===== src/rtl/uart_rx_frame.sv =====
// uart_rx_frame: 8N1 UART receiver with its own bit timer and centre sampling.
// The optional parity bit is enabled by defining UART_RX_PARITY_EN. Parity is even,
// and a parity mismatch is reported on parity_err. When the macro is undefined,
// the frame is plain 8N1 and parity_err is tied to 0.
// Host handshake: rx_valid is a one-cycle strobe with no back-pressure. rx_data,
// frame_err and parity_err are valid in that cycle and hold until the next strobe.
module uart_rx_frame #(
    parameter int CLKS_PER_BIT = 5208,
    parameter int DATA_BITS    = 8,
    parameter int CNT_W        = 26
) (
    input  logic                 clk,
    input  logic                 rst,
    input  logic                 rx_in,
    output logic [DATA_BITS-1:0] rx_data,
    output logic                 rx_valid,
    output logic                 rx_busy,
    output logic                 frame_err,
    output logic                 parity_err
);

    typedef enum logic [2:0] {
        S_IDLE,
        S_START,
        S_DATA,
`ifdef UART_RX_PARITY_EN
        S_PARITY,
`endif
        S_STOP,
        S_BREAK
    } state_t;

    // The start-bit target lands the sample at the start-bit centre.
    // Every later bit is one full period after the previous sample.
    localparam logic [CNT_W-1:0] HALF_T   = CNT_W'((CLKS_PER_BIT - 1) / 2);
    localparam logic [CNT_W-1:0] FULL_T   = CNT_W'(CLKS_PER_BIT - 1);
    localparam logic [3:0]       LAST_BIT = 4'(DATA_BITS - 1);

    state_t                 state_q, state_d;
    logic [CNT_W-1:0]       cnt_q, cnt_d;
    logic [3:0]             bit_idx_q, bit_idx_d;
    logic [DATA_BITS-1:0]   shift_q, shift_d;
    logic [DATA_BITS-1:0]   rx_data_q, rx_data_d;
    logic                   rx_valid_q, rx_valid_d;
    logic                   frame_err_q, frame_err_d;
    logic                   rx_meta_q, rx_s_q, rx_prev_q;
`ifdef UART_RX_PARITY_EN
    logic                   par_pend_q, par_pend_d;
    logic                   parity_err_q, parity_err_d;
`endif

    logic             start_edge;
    logic             timed;
    logic             tick;
    logic [CNT_W-1:0] target;

    assign start_edge = rx_prev_q & ~rx_s_q;
    assign target     = (state_q == S_START) ? HALF_T : FULL_T;
    assign timed      = (state_q != S_IDLE) && (state_q != S_BREAK);
    assign tick       = timed && (cnt_q == target);

    // Next-state logic, bit timer, shift register and output updates.
    always_comb begin
        state_d     = state_q;
        cnt_d       = '0;
        bit_idx_d   = bit_idx_q;
        shift_d     = shift_q;
        rx_data_d   = rx_data_q;
        rx_valid_d  = 1'b0;
        frame_err_d = frame_err_q;
`ifdef UART_RX_PARITY_EN
        par_pend_d   = par_pend_q;
        parity_err_d = parity_err_q;
`endif
        if (timed) begin
            cnt_d = tick ? '0 : cnt_q + 1'b1;
        end
        case (state_q)
            S_IDLE: begin
                if (start_edge) begin
                    state_d = S_START;
                end
            end
            S_START: begin
                if (tick) begin
                    if (!rx_s_q) begin
                        state_d   = S_DATA;
                        bit_idx_d = '0;
                    end else begin
                        // The line was high again at mid-bit, so treat the edge as a glitch.
                        state_d = S_IDLE;
                    end
                end
            end
            S_DATA: begin
                if (tick) begin
                    shift_d   = {rx_s_q, shift_q[DATA_BITS-1:1]};
                    bit_idx_d = bit_idx_q + 1'b1;
                    if (bit_idx_q == LAST_BIT) begin
`ifdef UART_RX_PARITY_EN
                        state_d = S_PARITY;
`else
                        state_d = S_STOP;
`endif
                    end
                end
            end
`ifdef UART_RX_PARITY_EN
            S_PARITY: begin
                if (tick) begin
                    par_pend_d = rx_s_q ^ (^shift_q);
                    state_d    = S_STOP;
                end
            end
`endif
            S_STOP: begin
                if (tick) begin
                    rx_data_d   = shift_q;
                    rx_valid_d  = 1'b1;
                    frame_err_d = ~rx_s_q;
`ifdef UART_RX_PARITY_EN
                    parity_err_d = par_pend_q;
`endif
                    state_d = rx_s_q ? S_IDLE : S_BREAK;
                end
            end
            S_BREAK: begin
                // Stay here while the line is held low. Edges are not meaningful in this state.
                if (rx_s_q) begin
                    state_d = S_IDLE;
                end
            end
            default: state_d = S_IDLE;
        endcase
    end

    // Synchroniser, edge-detect flop and receiver state. A reset mid-frame aborts the frame.
    always_ff @(posedge clk or posedge rst) begin
        if (rst) begin
            rx_meta_q   <= 1'b1;
            rx_s_q      <= 1'b1;
            rx_prev_q   <= 1'b1;
            state_q     <= S_IDLE;
            cnt_q       <= '0;
            bit_idx_q   <= '0;
            shift_q     <= '0;
            rx_data_q   <= '0;
            rx_valid_q  <= 1'b0;
            frame_err_q <= 1'b0;
`ifdef UART_RX_PARITY_EN
            par_pend_q   <= 1'b0;
            parity_err_q <= 1'b0;
`endif
        end else begin
            rx_meta_q   <= rx_in;
            rx_s_q      <= rx_meta_q;
            rx_prev_q   <= rx_s_q;
            state_q     <= state_d;
            cnt_q       <= cnt_d;
            bit_idx_q   <= bit_idx_d;
            shift_q     <= shift_d;
            rx_data_q   <= rx_data_d;
            rx_valid_q  <= rx_valid_d;
            frame_err_q <= frame_err_d;
`ifdef UART_RX_PARITY_EN
            par_pend_q   <= par_pend_d;
            parity_err_q <= parity_err_d;
`endif
        end
    end

    assign rx_data   = rx_data_q;
    assign rx_valid  = rx_valid_q;
    assign rx_busy   = (state_q != S_IDLE);
    assign frame_err = frame_err_q;
`ifdef UART_RX_PARITY_EN
    assign parity_err = parity_err_q;
`else
    assign parity_err = 1'b0;
`endif

endmodule

===== config.mk =====
export PLATFORM = sky130hd
export DESIGN_NAME = uart_rx_frame
export DESIGN_NICKNAME = d
export VERILOG_FILES = /design/src/rtl/uart_rx_frame.sv
export SDC_FILE = /design/constraint.sdc
export NUM_CORES = 1
export LEC_CHECK = 0
export BUFFER_PORTS_ARGS = -buffer_cell sky130_fd_sc_hd__buf_2
export CAP_MARGIN = 20
export CORE_MARGIN = 10
export CORE_UTILIZATION = 40
export CTS_CLUSTER_DIAMETER = 120
export CTS_CLUSTER_SIZE = 16
export DETAILED_ROUTE_END_ITERATION = 7
export GPL_ROUTABILITY_DRIVEN = 0
export PLACE_DENSITY_LB_ADDON = 0.3
export SYNTH_ARGS = -nofsm -noshare
export SYNTH_HDL_FRONTEND = slang
export SYNTH_SLANG_ARGS = --single-unit
export TNS_END_PERCENT = 10

===== constraint.sdc =====
create_clock -name clk -period 3.6 [get_ports clk]
set_input_delay 0.36 -clock clk [delete_from_list [all_inputs] [get_ports clk]]
set_output_delay 0.36 -clock clk [all_outputs]
set_load 0.005 [all_outputs]

# Word-level counts from Yosys, hierarchy flattened
# Index checks and enable logic that the tools add are counted.
[totals]
ff_bits = 54
in_bits = 3
out_inout_bits = 12
word_cells = 55
[op_classes]
addsub = 2
n_eq_ne = 14
mux = 18
bitwise_logic = 2
n_reduce_logical = 9
[ops]
columns = ["op", "count"]
rows = [
  ["two-way mux 26 bit", 2],
  ["adder 26 x 1 -> 26 bit (second input constant)", 1],
  ["equality test 26 x 13 -> 1 bit", 1],
  ["two-way mux 3 bit", 7],
  ["case mux 3 bit (5 select lines)", 1],
  ["inequality test 2 bit (second input constant)", 7],
  ["two-way mux 13 bit", 1],
  ["two-way mux 4 bit", 3],
  ["case mux 4 bit (2 select lines)", 1],
  ["equality test 3 x 2 -> 1 bit (second input constant)", 2],
  ["AND reduction 6 bit", 1],
  ["adder 4 x 1 -> 4 bit (second input constant)", 1],
  ["equality test 4 x 3 -> 1 bit (second input constant)", 1],
  ["AND reduction 2 bit", 2],
  ["AND reduction 4 bit", 1],
  ["equality test 3 x 1 -> 1 bit (second input constant)", 1],
  ["equality test 3 bit (second input constant)", 1],
  ["logical NOT 3 bit", 1],
  ["inequality test 3 bit (second input constant)", 1],
  ["nonzero test 3 bit", 1],
  ["logical AND 1 bit", 2],
  ["two-way mux 1 bit", 2],
  ["two-way mux 2 bit", 1],
  ["nonzero test 2 bit", 1],
  ["other kinds (2)", 2],
]

# Longest topological paths before layout
# Gate-level depths: netlist of the first run.
[depth]
ltp_word = 6
ltp_mapped = 8
ltp_nobuf = 7

# Worst setup path before layout of the first run
# No wires, ideal clock.
[synth_path]
path_type = "register to register"
from = "reg state_q[0]"
to = "reg shift_q[0]"
setup_ns = 0.125
t_arrival_ns = 2.290
t_required_ns = 3.475
path_slack_ns = 1.185
path_stages_with_launch = 8
n_path_buf = 2
period_less_slack_ns = 2.415
path_cell_list = "dfrtp_1 > buf_6 > nor3b_1 > or4_4 > a2111oi_4 > and3_1 > buf_6 > mux2_2"
[synth_via]
elab_chain_cells = 5
elab_cells_between_ends = 9
cone_classes = "4 x eq/ne; 1 x mux; 4 x reduce/logical"
[synth_lines]
columns = ["item", "line_no", "source"]
rows = [
  ["from (decl)", "39", "state_t state_q, state_d;"],
  ["from (signal assigned)", "158", "state_q <= state_d;"],
  ["equality test 3 x 1 -> 1 bit", "58", "assign target = (state_q == S_START) ? HALF_T : FULL_T;"],
  ["two-way mux 13 bit", "58", ""],
  ["equality test 26 x 13 -> 1 bit", "60", "assign tick = timed && (cnt_q == target);"],
  ["logical AND 1 bit", "60", ""],
  ["AND reduction 2 bit (no line) *", "-", ""],
  ["to (signal assigned)", "161", "shift_q <= shift_d;"],
  ["to (decl)", "42", "logic [DATA_BITS-1:0] shift_q, shift_d;"],
]
# Mark *: on every way between the ends. The rest lies on a longest branch, timed or not.
# A chain may end at the register's enable or synchronous reset.

# Final worst setup path of the first run
[layout_path]
from = "reg state_q[0]"
to = "reg shift_q[6]"
# Same word-level chain as after synthesis.

==> results of run 1 <==
==> flip-flops by register name (all words and copies together), names as in the netlist, 3 cells and up <==
register   count
rx_data        8
shift_q        8
state_q        3
cnt_q         26
bit_idx_q      4
==> where the power goes <==
part	internal, mW	switching [mW]	leakage (nW)
Combinational	0.0668	0.0901	0.502
Sequential	0.655	0.0643	0.725
Clock	0.156	0.190	0.0482
==> cell usage in the layout, fill, tap and decap left out, types with 7 or more instances in the layout <==
cell type / netlist / layout
sky130_fd_sc_hd__xor2_1: 16 / 16
sky130_fd_sc_hd__nor4_1: 7 / 7
sky130_fd_sc_hd__buf_2: 2 / 13
sky130_fd_sc_hd__nor2_1: 36 / 36
sky130_fd_sc_hd__nand2_1: 13 / 13
sky130_fd_sc_hd__nand4_1: 7 / 7
sky130_fd_sc_hd__mux2_2: 18 / 18
sky130_fd_sc_hd__nand3_1: 14 / 14
sky130_fd_sc_hd__xnor2_1: 8 / 8
sky130_fd_sc_hd__dfrtp_1: 51 / 51
==> routing by layer <==
layer / routed length (µm) / part of all wire, %
met2: 2082 / 47
met5: 0 / 0
met3: 131 / 3.0
met4: 78 / 1.8
met1: 2133 / 48
==> logic make-up after synthesis <==
group,count (synthesis)
DFF,54
muxes,20
xor gates and xnor gates,24
and+or+nand+nor,100
adders and majority gates,2
other,1
buffers and inverters,13
AOI/OAI and AO/OA,7
==> critical path: stages (launching register included) <==
cell and delay, ns:
sky130_fd_sc_hd__dfrtp_1 0.46, sky130_fd_sc_hd__nor3b_1 0.19, sky130_fd_sc_hd__or4_4 0.54, sky130_fd_sc_hd__a2111oi_4 0.54, sky130_fd_sc_hd__and3_1 0.51, sky130_fd_sc_hd__mux2_2 0.38
==> worst max path at each step <==
stage,slack [ns],start,endpoint,cells after the start
floorplan,1.19,state_q[0]$_DFFE_PP0P_,shift_q[0]$_DFFE_PP0P_,7
global placement,0.92,state_q[0]$_DFFE_PP0P_,shift_q[3]$_DFFE_PP0P_,5
detailed placement,0.86,state_q[0]$_DFFE_PP0P_,shift_q[0]$_DFFE_PP0P_,5
CTS,0.85,state_q[0]$_DFFE_PP0P_,shift_q[3]$_DFFE_PP0P_,5
global route,0.71,state_q[1]$_DFFE_PP0P_,shift_q[6]$_DFFE_PP0P_,5
finish,0.86,state_q[0]$_DFFE_PP0P_,shift_q[6]$_DFFE_PP0P_,5
==> layout make-up <==
| cell class | instances | area share, % |
|---|---|---|
| Clock buffer | 7 | 3.215 |
| Tap cell | 75 | 3.495 |
| Multi-Input combinational cell | 154 | 39.10 |
| Inverter | 6 | 0.8388 |
| Clock inverter | 1 | 0.1864 |
| Sequential cell | 54 | 50.47 |
| Timing Repair Buffer | 14 | 2.703 |
==> through the flow <==
step           worst slack, ns  instance area [µm²]  utilization, %
4_1_cts                 0.8525                 2685           45.08
3_3_place_gp            0.9231                 2594           43.55
3_5_place_dp            0.8601                 2594           43.55
2_1_floorplan            1.185                 2479               -
5_1_grt                 0.7148                 2685           45.08
6_report                0.8554                 2685           45.08
==> tab_implementation.tex, run 1 <==
\begin{tabular}{lr}
\hline
Metric & Value \\
\hline
\multicolumn{2}{l}{\textbf{Detailed routing}} \\
Final wirelength & 4.424 mm \\
Average wire per standard cell & $\sim$14 µm \\
Initial DRC count & 49 \\
Vias after detailed routing & approximately 1,600 \\
Pre-Repair DR Iteration Count & 4 \\
Count of unresolved DRC violations after routing & 0 \\
Antenna Violating Nets Remaining & 0 \\
DR vias/cell & 5.167 \\
\multicolumn{2}{l}{\textbf{STA}} \\
Post-Route Skew & 0.007895 ns \\
Part of the cycle the worst path needs & between 70\% and 80\% \\
Unrepaired setup endpoints after global routing & false \\
Fin. max-slew vios & 0 \\
Worst slew margin & roughly 33\% \\
Hold slack final & 0.07216 ns \\
Number of hold violations in the final report & 0 \\
Min Tclk post-route & 2.745 ns \\
Setup violations, final & 0 \\
Worst slew pin tran & 0.9962 ns \\
Max Clk Rate & 364.3 MHz \\
Final sum of negative setup slack & 0 ns \\
\multicolumn{2}{l}{\textbf{Floorplan}} \\
Chip height & about 100 µm \\
Die Width & 98.72 µm \\
Placement row count & 28 \\
Initial Util & a little over two fifths \\
Total die area & $\sim$9700 µm² \\
Area inside the core boundary & around 6000 µm² \\
Ports placed on the boundary & 15 \\
\multicolumn{2}{l}{\textbf{Synth}} \\
Multiplexer fraction of the synthesized cell area & 8.985\% \\
Syn nets & 226 \\
Top\_reg\_cell synth & sky130\_fd\_sc\_hd\_\_dfrtp\_1 \\
Post-synthesis compound-gate area fraction & around 3.0\% \\
Area share of fa/ha/maj cells after synthesis & 1.010\% \\
Fraction of the mapped netlist area in simple logic gates & 20.70\% \\
Sequential cell area fraction in the yosys report & 54.67\% \\
Distinct cells, synth & 38 \\
Count of flip-flops with a built-in enable after synthesis & 0 \\
Fraction of synthesized cell area taken by the top area cell type & 51.49\% \\
Cell with the most instances after synthesis & sky130\_fd\_sc\_hd\_\_dfrtp\_1 \\
Post-synth top area cell & sky130\_fd\_sc\_hd\_\_dfrtp\_1 \\
Most area-consuming cells after synthesis & sky130\_fd\_sc\_hd\_\_dfrtp\_1 51\%, sky130\_fd\_sc\_hd\_\_mux2\_2 8.2\%, sky130\_fd\_sc\_hd\_\_xor2\_1 5.7\%, sky130\_fd\_sc\_hd\_\_nor2\_1 5.5\%, sky130\_fd\_sc\_hd\_\_dfstp\_2 3.2\% \\
Largest family of logic cells by synthesized area & simple AND/OR/NAND/NOR gates \\
Post-synth top cells & 51 x sky130\_fd\_sc\_hd\_\_dfrtp\_1, 36 x sky130\_fd\_sc\_hd\_\_nor2\_1, 18 x sky130\_fd\_sc\_hd\_\_mux2\_2, 16 x sky130\_fd\_sc\_hd\_\_xor2\_1, 14 x sky130\_fd\_sc\_hd\_\_nand3\_1 \\
Seq cells post-synth & 54 \\
Share of the synthesized netlist area taken by xor and xnor gates & 8.481\% \\
Yosys warning total & 0 \\
Avg Synthesized Cell Area & 11.22 µm² \\
Combined area of all synthesized cells & 2479 µm² \\
Post-synthesis cell count & 221 \\
Fraction of registers with async set or reset after synthesis & 100.0\% \\
\multicolumn{2}{l}{\textbf{Placed design}} \\
Number of port buffers & 13 \\
Detailed Place HPWL & 3.020 mm \\
Number of instances in the placed design & just over 300 \\
\multicolumn{2}{l}{\textbf{Min path}} \\
Hold crit path type & in2async \\
\multicolumn{2}{l}{\textbf{Setup path}} \\
Worst Path Class, Setup & reg2reg \\
Number of cells on the worst reg-to-reg path & 5 \\
Worst reg-to-reg setup slack & 0.86 ns \\
Endpoint of the lowest-slack register-to-register path & shift\_q[6]\$\_DFFE\_PP0P\_ \\
Critical Path Start Type & flop \\
Worst R2R Start & state\_q[0]\$\_DFFE\_PP0P\_ \\
Critical Path Sink Type & flop \\
Arrival time at the worst endpoint & 2.93 ns \\
Maximum fanout count along the critical path & 10 \\
Required time at the worst-slack endpoint & 3.79 ns \\
\multicolumn{2}{l}{\textbf{Global route}} \\
Met1 routing resource usage after global routing & 12.00\% \\
Antenna violations before repair & 0 \\
Number of global-route vias before repair & 1,576 \\
Global-route wire length before repair & 7.624 mm \\
Largest net degree at the start of global routing & 32 \\
Met3 Use GR & 2.165\% \\
Global route total overflow & 0 \\
Met2 GRT Util & 14.62\% \\
Combined global-route utilization of all metal layers & 9.365\% \\
Most Used Layer, Global Route & met2 \\
\multicolumn{2}{l}{\textbf{Clocking}} \\
Post-CTS setup buffers & 0 \\
Post-CTS clock slew at the launch and capture registers of the worst setup and hold paths & 0.09 ns \\
\# H-tree levels & 2 \\
Number of buffers inserted for hold repair after clock tree synthesis & 0 \\
CTS sink count & 54 \\
CTS tree & yes \\
CTS buffer count & 5 \\
Insertion delay of the later-clocked pin in the worst-skew pair & around 0.30 ns \\
Worst-case clock buffer depth & 2 \\
Root buf cell & sky130\_fd\_sc\_hd\_\_clkbuf\_8 \\
CTS resizes & 0 \\
\multicolumn{2}{l}{\textbf{Pwr}} \\
VDD IR max & just over 0.2 mV \\
Overall Power & 1.222 mW \\
Power density relative to cell area & approximately 460 nW/µm² \\
Leakage power & 1.275 nW \\
\multicolumn{2}{l}{\textbf{Finish}} \\
Post-layout instance count excluding filler cells & 311 \\
Proportion of layout cells with a drive suffix above 1 & between 20\% and 30\% \\
Fin nets & 240 \\
\# diodes & 0 \\
Filler cell count & 569 \\
Area growth syn-to-layout & 8.329\% \\
Area used by multi-input combinational logic & 1050 µm² \\
FF/Latch Area & 1355 µm² \\
\multicolumn{2}{l}{\textbf{Status}} \\
Status & completed \\
\multicolumn{2}{l}{\textbf{Job}} \\
Max-cap check violation count & 0 \\
\hline
\end{tabular}
Note: power is estimated with default switching activity, not from simulation.
==> run 2: changes to the inputs <==
--- a/config.mk
+++ b/config.mk
@@ -5,6 +5,7 @@
 export SDC_FILE = /design/constraint.sdc
 export NUM_CORES = 1
 export LEC_CHECK = 0
+export ABC_AREA = 1
 export BUFFER_PORTS_ARGS = -buffer_cell sky130_fd_sc_hd__buf_2
 export CAP_MARGIN = 20
 export CORE_MARGIN = 10
==> constraint.sdc (replaced) <==
create_clock -name clk -period 2.2 [get_ports clk]
set_input_delay 0.22 -clock clk [delete_from_list [all_inputs] [get_ports clk]]
set_output_delay 0.22 -clock clk [all_outputs]
set_load 0.005 [all_outputs]
==> tab_implementation.tex, run 2 <==
\begin{tabular}{lr}
\hline
Metric & Value \\
\hline
\multicolumn{2}{l}{\textbf{Synth}} \\
Post-synth top cells & 81 x sky130\_fd\_sc\_hd\_\_nand2\_1, 59 x sky130\_fd\_sc\_hd\_\_nor2\_1, 51 x sky130\_fd\_sc\_hd\_\_dfrtp\_1, 31 x sky130\_fd\_sc\_hd\_\_inv\_1, 18 x sky130\_fd\_sc\_hd\_\_o21ai\_2 \\
Area share of fa/ha/maj cells after synthesis & 0.8973\% (-0.11 points) \\
Top\_reg\_cell synth & sky130\_fd\_sc\_hd\_\_dfrtp\_1 \\
Combined area of all synthesized cells & 2789 µm² (+13\%) \\
Distinct cells, synth & 32 (-16\%) \\
Fraction of registers with async set or reset after synthesis & 100.0\% (unchanged) \\
Yosys warning total & 0 (unchanged) \\
Count of flip-flops with a built-in enable after synthesis & 0 (unchanged) \\
Seq cells post-synth & 54 (unchanged) \\
Fraction of synthesized cell area taken by the top area cell type & 45.76\% (-5.7 points) \\
Multiplexer fraction of the synthesized cell area & 0\% (-9.0 points) \\
Post-synthesis cell count & 335 (+52\%) \\
Post-synth top area cell & sky130\_fd\_sc\_hd\_\_dfrtp\_1 \\
Fraction of the mapped netlist area in simple logic gates & 31.54\% (+11 points) \\
Sequential cell area fraction in the yosys report & 48.59\% (-6.1 points) \\
Largest family of logic cells by synthesized area & simple AND/OR/NAND/NOR gates \\
Post-synthesis compound-gate area fraction & 7.986\% (+5.0 points) \\
Share of the synthesized netlist area taken by xor and xnor gates & 4.397\% (-4.1 points) \\
Cell with the most instances after synthesis & sky130\_fd\_sc\_hd\_\_nand2\_1 \\
Syn nets & 340 (+50\%) \\
Most area-consuming cells after synthesis & sky130\_fd\_sc\_hd\_\_dfrtp\_1 46\%, sky130\_fd\_sc\_hd\_\_nand2\_1 11\%, sky130\_fd\_sc\_hd\_\_nor2\_1 7.9\%, sky130\_fd\_sc\_hd\_\_o21ai\_2 5.7\%, sky130\_fd\_sc\_hd\_\_inv\_1 4.2\% \\
Avg Synthesized Cell Area & 8.325 µm² (-26\%) \\
\multicolumn{2}{l}{\textbf{Detailed routing}} \\
Final wirelength & 5.478 mm (+24\%) \\
DR vias/cell & 4.871 (-5.7\%) \\
Initial DRC count & 128 (+160\%) \\
Pre-Repair DR Iteration Count & 4 (unchanged) \\
Count of unresolved DRC violations after routing & 0 (unchanged) \\
Vias after detailed routing & 2,192 (+36\%) \\
Average wire per standard cell & 12.17 µm (-14\%) \\
Antenna Violating Nets Remaining & 0 (unchanged) \\
\multicolumn{2}{l}{\textbf{Floorplan}} \\
Initial Util & 41.05\% (-0.57 points) \\
Placement row count & 30 (+7.1\%) \\
Total die area & 10,710 µm² (+9.9\%) \\
Die Width & 103.5 µm (+4.8\%) \\
Ports placed on the boundary & 15 (unchanged) \\
Chip height & 103.5 µm (+4.8\%) \\
Area inside the core boundary & 6794 µm² (+14\%) \\
\multicolumn{2}{l}{\textbf{Setup path}} \\
Family with the most delay on the worst path & simple AND/OR/NAND/NOR gates \\
Critical path's slowest cell & sky130\_fd\_sc\_hd\_\_dfrtp\_1 \\
Critical Path Stages & 12 (+7) \\
Critical Path Sink Type & flop \\
Maximum fanout count along the critical path & 11 (+1) \\
Critical-path cell list & ha\_1 -> inv\_1 -> nor2\_1 -> nand2\_1 -> nor2\_1 -> nand2\_1 -> nor2\_4 -> nand2\_4 -> nand2\_1 -> inv\_1 -> nand2\_1 -> a21oi\_1 \\
Sum of buffers and inverters on the critical path & 2 (+2) \\
Worst Path Class, Setup & reg2reg \\
Number of cells on the worst reg-to-reg path & 12 (+7) \\
Required time at the worst-slack endpoint & 2.41 ns (-1.38 ns) \\
Delay of the slowest cell on the worst path & 0.42 ns (-0.12 ns) \\
CP most frequent cell & sky130\_fd\_sc\_hd\_\_nand2\_1 \\
Critical Path Start Type & flop \\
Arrival time at the worst endpoint & 2.08 ns (-0.85 ns) \\
\multicolumn{2}{l}{\textbf{Clocking}} \\
CTS resizes & 0 (unchanged) \\
CTS sink count & 54 (unchanged) \\
\# H-tree levels & 2 (unchanged) \\
Post-CTS clock slew at the launch and capture registers of the worst setup and hold paths & 0.11 ns (+0.02 ns) \\
CTS tree & yes \\
Worst-case clock buffer depth & 2 (unchanged) \\
Root buf cell & sky130\_fd\_sc\_hd\_\_clkbuf\_8 \\
Insertion delay of the later-clocked pin in the worst-skew pair & 0.33 ns (+0.03 ns) \\
CTS buffer count & 5 (unchanged) \\
\multicolumn{2}{l}{\textbf{Global route}} \\
Global route total overflow & 0 (unchanged) \\
Global-route wire length before repair & 9.929 mm (+30\%) \\
Antenna violations before repair & 0 (unchanged) \\
Largest net degree at the start of global routing & 39 (+22\%) \\
Number of global-route vias before repair & 2,102 (+33\%) \\
Combined global-route utilization of all metal layers & 10.79\% (+1.4 points) \\
\multicolumn{2}{l}{\textbf{Finish}} \\
Filler cell count & 673 (+18\%) \\
Fin nets & 358 (+49\%) \\
Proportion of layout cells with a drive suffix above 1 & 18.64\% (-1.7 points) \\
Largest register FFs & 26 (unchanged) \\
Top register by number of flip-flops & cnt\_q \\
Most common cell after layout, fill and taps aside & sky130\_fd\_sc\_hd\_\_nand2\_1 \\
Leading cell types in the layout, fill and taps excluded & 81 x sky130\_fd\_sc\_hd\_\_nand2\_1, 59 x sky130\_fd\_sc\_hd\_\_nor2\_1, 51 x sky130\_fd\_sc\_hd\_\_dfrtp\_1, 30 x sky130\_fd\_sc\_hd\_\_inv\_1, 18 x sky130\_fd\_sc\_hd\_\_o21ai\_2 \\
Area growth syn-to-layout & 9.645\% \\
\# diodes & 0 (unchanged) \\
\multicolumn{2}{l}{\textbf{STA}} \\
Worst slew margin & 47.89\% (+15 points) \\
Max Clk Rate & 534.4 MHz (+47\%) \\
Fin. max-slew vios & 0 (unchanged) \\
Post-Route Skew & 0.01617 ns (+0.008274 ns) \\
Number of hold violations in the final report & 0 (unchanged) \\
Setup violations, final & 0 (unchanged) \\
Final sum of negative setup slack & 0 ns (unchanged) \\
Part of the cycle the worst path needs & 85.05\% (+8.8 points) \\
Min Tclk post-route & 1.871 ns (-0.8735 ns) \\
Worst Setup Slack, final & 0.3289 ns (-0.5265 ns) \\
Worst slew pin tran & 0.7806 ns (-0.2156 ns) \\
Unrepaired setup endpoints after global routing & false \\
\multicolumn{2}{l}{\textbf{Placed design}} \\
Placement-stage worst setup slack & 0.3313 ns (-0.5289 ns) \\
Detailed Place HPWL & 4.191 mm (+39\%) \\
Number of port buffers & 13 (unchanged) \\
\multicolumn{2}{l}{\textbf{Job}} \\
Max-cap check violation count & 0 (unchanged) \\
\multicolumn{2}{l}{\textbf{Pwr}} \\
Power density relative to cell area & 747.0 nW/µm² (+64\%) \\
Leakage power & 1.486 nW (+17\%) \\
Overall Power & 2.284 mW (+87\%) \\
VDD IR max & 0.3280 mV (+61\%) \\
\multicolumn{2}{l}{\textbf{Min path}} \\
Hold crit path type & in2async \\
\multicolumn{2}{l}{\textbf{Status}} \\
Status & completed \\
\hline
\end{tabular}
-- run 2: final cells by class --
cell class | count | area (µm²) | share of cell area, %
sequential | 54 | 1355 | 44.31
multi-input combinational | 240 | 1254 | 41.00
inverter | 35 | 136.4 | 4.460
tap | 96 | 120.1 | 3.928
timing repair buffer | 17 | 97.59 | 3.191
clock buffer | 5 | 68.82 | 2.250
clock inverter | 3 | 26.28 | 0.8592
-- run 2: logic make-up after synthesis --
kind of cell | after synthesis
AOI/OAI and AO/OA | 30
xor gates and xnor gates | 14
adders and majority gates | 2
buffers and inverters | 41
DFF | 54
other | 1
and+or+nand+nor | 193
-- run 2: final timing paths --
kind | startpoint | end | slack, ns
max | cnt_q[0]$_DFF_PP0_ | cnt_q[12]$_DFF_PP0_ | 0.33
min | rst | rx_data[3]$_DFFE_PP0P_ | 0.02
max reg2reg | cnt_q[0]$_DFF_PP0_ | cnt_q[12]$_DFF_PP0_ | 0.33
min reg2reg | rx_meta_q$_DFF_PP1_ | rx_s_q$_DFF_PP1_ | 0.36
max in group asynchronous | rst | cnt_q[4]$_DFF_PP0_ | 1.53
min in group clk | rx_meta_q$_DFF_PP1_ | rx_s_q$_DFF_PP1_ | 0.36
-- run 2: where the power goes --
part | leakage (nW) | total (mW) | switching (mW) | internal [mW]
clock network | 0.0491 | 0.592 | 0.357 | 0.235
registers | 0.735 | 1.14 | 0.0786 | 1.06
logic | 0.702 | 0.549 | 0.370 | 0.179
total | 1.49 | 2.28 | 0.806 | 1.48
-- run 2: worst reg2reg max path, delay by kind of cell (launching register included) --
| kind | cells | cell delay (ns) |
|---|---|---|
| and+or+nand+nor | 8 | 0.90 |
| DFF | 1 | 0.42 |
| adders and majority gates | 1 | 0.24 |
| buffers and inverters | 2 | 0.16 |
| AOI/OAI and AO/OA | 1 | 0.04 |
-- run 2: metal layers --
| layer | vias to the layer above | track usage, % | share of wire, % |
|---|---|---|---|
| met5 | - | 0 | 0 |
| li1 | 1096 | - | - |
| met3 | 8 | 2.292 | 5.7 |
| met1 | 1032 | 13.87 | 46 |
| met4 | 0 | 4.738 | 2.0 |
| met2 | 56 | 16.98 | 46 |
-- run 2: repair_timing --
item	CTS	global route
endpoints found under the hold margin	1	0
setup buffers	0	0
hold buffers	1	0
-- run 2: metrics by stage --
| step | cells | util, % | instance area (µm²) | hold WS [ns] |
|---|---|---|---|---|
| after floorplan | 335 | - | 2789 | 0.2245 |
| after global placement | 441 | 43.46 | 2953 | 0.3281 |
| after detailed placement | 441 | 43.46 | 2953 | 0.3303 |
| after CTS | 450 | 45.01 | 3058 | 0.06195 |
| after global routing | 450 | 45.01 | 3058 | 0.09550 |
| final | 450 | 45.01 | 3058 | 0.02005 |
